[src/rtl/lfsr_pkg.sv]
// Shared types for the PRBS generator: selects between the two LFSR structures.
package lfsr_pkg;

  typedef enum logic {
    LFSR_FIBONACCI = 1'b0,
    LFSR_GALOIS    = 1'b1
  } lfsr_mode_t;

endpackage

[src/rtl/lfsr_next_state.sv]
// Combinational one-step LFSR transition for either Fibonacci or Galois structure.
module lfsr_next_state
  import lfsr_pkg::*;
#(
  parameter int         N    = 8,
  parameter logic [N-1:0] TAPS = 8'h71,
  parameter lfsr_mode_t MODE = LFSR_FIBONACCI
) (
  input  logic [N-1:0] state,
  output logic [N-1:0] next
);

  generate
    if (MODE == LFSR_GALOIS) begin : g_galois
      genvar gi;
      // Each bit takes its upper neighbour, flipped by the tap when the bit shifted out is 1.
      for (gi = 0; gi < N - 1; gi++) begin : g_bit
        assign next[gi] = state[gi+1] ^ (TAPS[gi] & state[0]);
      end
      assign next[N-1] = TAPS[N-1] & state[0];
    end else begin : g_fibonacci
      assign next = {^(state & TAPS), state[N-1:1]};
    end
  endgenerate

endmodule

[src/rtl/lfsr_prbs.sv]
// PRBS generator: state/seed registers, load/recovery/step priority and period monitor.
module lfsr_prbs
  import lfsr_pkg::*;
#(
  parameter int           N            = 8,
  parameter logic [N-1:0] TAPS         = 8'h71,
  parameter lfsr_mode_t   MODE         = LFSR_FIBONACCI,
  parameter logic [N-1:0] RESET_SEED   = {{(N-1){1'b0}}, 1'b1},
  parameter bit           AUTO_RECOVER = 1'b1,
  parameter logic [N-1:0] RECOVER_SEED = {{(N-1){1'b0}}, 1'b1}
) (
  input  logic         clk,
  input  logic         rst,
  input  logic         ena,
  input  logic         load,
  input  logic [N-1:0] seed,
  output logic         out,
  output logic [N-1:0] state,
  output logic         locked,
  output logic         recovered,
  output logic         wrap,
  output logic [N-1:0] period,
  output logic         period_valid
);

  logic [N-1:0] state_reg;
  logic [N-1:0] seed_reg;
  logic [N-1:0] step_count_reg;
  logic [N-1:0] period_reg;
  logic         period_valid_reg;
  logic         recovered_reg;
  logic         wrap_reg;
  logic [N-1:0] state_next;
  logic         recover_now;

  lfsr_next_state #(
    .N    (N),
    .TAPS (TAPS),
    .MODE (MODE)
  ) u_next (
    .state (state_reg),
    .next  (state_next)
  );

  assign locked      = (state_reg == '0);
  assign recover_now = AUTO_RECOVER && locked && ena;

  always_ff @(posedge clk) begin
    if (rst) begin
      state_reg        <= RESET_SEED;
      seed_reg         <= RESET_SEED;
      step_count_reg   <= '0;
      period_reg       <= '0;
      period_valid_reg <= 1'b0;
      recovered_reg    <= 1'b0;
      wrap_reg         <= 1'b0;
    end else begin
      recovered_reg <= 1'b0;
      wrap_reg      <= 1'b0;
      if (load) begin
        state_reg        <= seed;
        seed_reg         <= seed;
        step_count_reg   <= '0;
        period_valid_reg <= 1'b0;
      end else if (recover_now) begin
        state_reg      <= RECOVER_SEED;
        seed_reg       <= RECOVER_SEED;
        step_count_reg <= '0;
        recovered_reg  <= 1'b1;
      end else if (ena) begin
        state_reg <= state_next;
        // A locked all-zero register is a fixed point, not a completed cycle.
        if (!locked && state_next == seed_reg) begin
          wrap_reg         <= 1'b1;
          period_reg       <= step_count_reg + 1'b1;
          period_valid_reg <= 1'b1;
          step_count_reg   <= '0;
        end else if (step_count_reg != '1) begin
          step_count_reg <= step_count_reg + 1'b1;
        end
      end
    end
  end

  assign out          = state_reg[0];
  assign state        = state_reg;
  assign recovered    = recovered_reg;
  assign wrap         = wrap_reg;
  assign period       = period_reg;
  assign period_valid = period_valid_reg;

endmodule

[config.mk]
export PLATFORM = sky130hd
export DESIGN_NAME = lfsr_prbs
export DESIGN_NICKNAME = d
export VERILOG_FILES = /design/src/rtl/lfsr_pkg.sv /design/src/rtl/lfsr_next_state.sv /design/src/rtl/lfsr_prbs.sv
export SDC_FILE = /design/constraint.sdc
export NUM_CORES = 1
export LEC_CHECK = 0
export CAP_MARGIN = 20
export CORE_MARGIN = 3
export CORE_UTILIZATION = 51
export CTS_CLUSTER_SIZE = 28
export DETAILED_ROUTE_END_ITERATION = 16
export PLACE_DENSITY_LB_ADDON = 0.2
export SYNTH_ARGS = -nofsm -noshare
export SYNTH_HDL_FRONTEND = slang
export SYNTH_SLANG_ARGS = --single-unit
[constraint.sdc]
create_clock -name clk -period 2.68 [get_ports clk]
set_clock_uncertainty 0.15 [all_clocks]
set_input_delay 0.536 -clock clk [delete_from_list [all_inputs] [get_ports clk]]
set_output_delay 0.536 -clock clk [all_outputs]
set_load 0.01 [all_outputs]
==> reports/results.ini <==
[run_status]
status=completed

[route]
wl_per_cell_um=15.9
vias=1613
drt_iter0_markers=114
drc=0
drtAntennaViolNets=0
route.met3.wl_um=345
wl_met2_mm=1.91
wirelength_mm=4.34
top_layer_used=met4
drt_pass1_iterations=5
route.layer.met1.wl_mm=1.99
avgViaCountPerCell=5.89

[die]
start_util_pct=54.9
io_pins=33
num_rows=20
die_width_um=64.3
die_area_sq_um=4130
coreArea_sq_um=3150
die_h_um=64.3

[clocking]
clk_pin_slew_ps=110
numCtsBuffers=5
cts_root_buf=clkbuf_4
clockBufferDepth=2
clock-sinks=35
cts_tree=yes
clock_latency_ps=350
ctsHoldBuffers=0
htree_levels=2

[sta]
hold_viol=0
holdWs_ps=354
fmax_mhz=400
max_slew_margin_pct=47.5
finalCriticalPeriod_ps=2500
tightestPinTransition_ps=780
final-setup-viol-count=0
fin_crit_sh_pct=93.3
tns_ps=0
rsz0062_at_grt=no
timing.final.max_slew_violations=0

[grt]
grt_pass1_wl_mm=7.63
grt_usage_pct=23.6
antenna_found_initial=0
overflow=0
grt_pass1_vias=1587
grt_max_degree=34

[hold_path]
hold_class=register to register
hp-start=seed_reg[7]$_SDFFE_PP0P_

[placed_design]
place_inst=266
gp_congestion=0.929
io_buffers=32
dp_hpwl_mm=3.14

[power_and_ir_drop]
ir_drop_uv=485
p_comb_share_pct=15.7
p_sw_uw=298
power_density_nw_per_um2=521
seq_power_share_pct=48.9
fin_total_pwr_mw=1.14
p_sw_share_pct=26.1
p_clk_share_pct=35.4
p_int_uw=845
leakage_nw=0.776

[final_layout]
fin_cells=274
fin_nets=243
drive_above_1_share_pct=12.2
layout_commonest_cell=dfxtp_1
fillers=273
syn2layout_area_growth_pct=26.7
final_util_pct=69.6
final_cell_mix=dfxtp_1, clkdlybuf4s50_1, nor2_1, nand2_1, xnor2_1
n_antenna_cell=0

[yosys]
synth-main-ff-cell=dfxtp_1
synthesis.area_sq_um=1730
post_synth_num_cell_types=46
synthArstFlopShare_pct=0
syn_nets=208
synth_cells=194
seq_area_frac_synth_pct=40.5
synth_edf_count=0
ys_ff_latch=35
syn_avg_cell_area_sq_um=8.93
ys_warn_count=0

[worst_setup_path]
slowest_stage=or3b_2
end_kind=output pin
crit_chain=inv_1, ha_1, or3b_2, nor2_4, dlygate4sd2_1
critPathMaxStageDelay_ps=500
worstPathArrival_ps=1820
worst-path-max-fanout=5
path_class=register to output pin
reg2reg_from=state[4]$_SDFFE_PP0P_
worstSetupStartpoint=state[4]$_SDFFE_PP0P_
crit_path_start_kind=register
required_ps=1990

[job]
cap_violations=0

[cell usage after synthesis, drive strengths merged (6+ instances only)]
cell type,n,area (sq um)
clkbuf,6,22.5
inv,6,22.5
o21ai,12,67.6
a22oi,9,67.6
nand2,13,48.8
nor2,19,78.8
o41ai,8,85.1
buf,7,46.3
a21oi,7,35.0
xnor2,12,105
nand3,10,50.1
nor2b,8,50.1
dfxtp,35,701
[power groups by stage]
stage	clock network (mW)	registers, mW	logic, mW
after floorplan	0	0.569	0.104
after global placement	0	0.569	0.171
after detailed placement	0	0.570	0.178
after CTS	0.408	0.558	0.178
after global routing	0.440	0.562	0.196
final	0.404	0.559	0.180
[final timing paths]
| check | end | slack, ps | depth (start not counted) |
|---|---|---|---|
| max | locked | 180 | 5 |
| max reg2reg | period[5]$_SDFFE_PP0P_ | 220 | 7 |
| min | seed_reg[7]$_SDFFE_PP0P_ | 350 | 2 |
| min reg2reg | seed_reg[7]$_SDFFE_PP0P_ | 350 | 2 |
[critical path: cells and delay by family (launching register included)]
family                     cells  cell delay, ps
DFF                            1             360
adders and majority gates      1             150
and+or+nand+nor                2             620
buffers and inverters          2             340
[layer usage]
metal / up-vias / track usage, %
met1: 748 / 32.7
met3: 12 / 5.10
met2: 73 / 34.1
met5: - / 0
li1: 780 / -
met4: 0 / 11.9
[timing repair]
| item | in CTS | in global routing |
|---|---|---|
| gates resized for setup | 1 | 2 |
| setup endpoints to repair | 1 | 2 |
| setup buffers | 0 | 0 |
[cell type report]
| cell class | instances | area [sq um] | area share [%] |
|---|---|---|---|
| Multi-Input combinational cell | 140 | 940 | 42.8 |
| Tap cell | 44 | 55.1 | 2.51 |
| Sequential cell | 35 | 703 | 32.1 |
| Inverter | 6 | 22.5 | 1.03 |
| Clock inverter | 2 | 35.0 | 1.60 |
| Clock buffer | 6 | 51.3 | 2.34 |
| Timing Repair Buffer | 41 | 387 | 17.6 |
[metrics by stage]
stage,cell area (sq um),setup WS [ps]
final,2190,178
after global placement,2110,298
after CTS,2190,140
after global routing,2190,54.9
after floorplan,1730,266
after detailed placement,2110,183
[cells by family after synthesis]
family | share of synthesized area (%)
adders and majority gates | 1.44
and+or+nand+nor | 19.3
xor gates and xnor gates | 8.45
buffers and inverters | 5.27
AOI/OAI and AO/OA | 23.3
muxes | 1.73
DFF | 40.5
No activity file was read; power rests on OpenSTA's default activity.
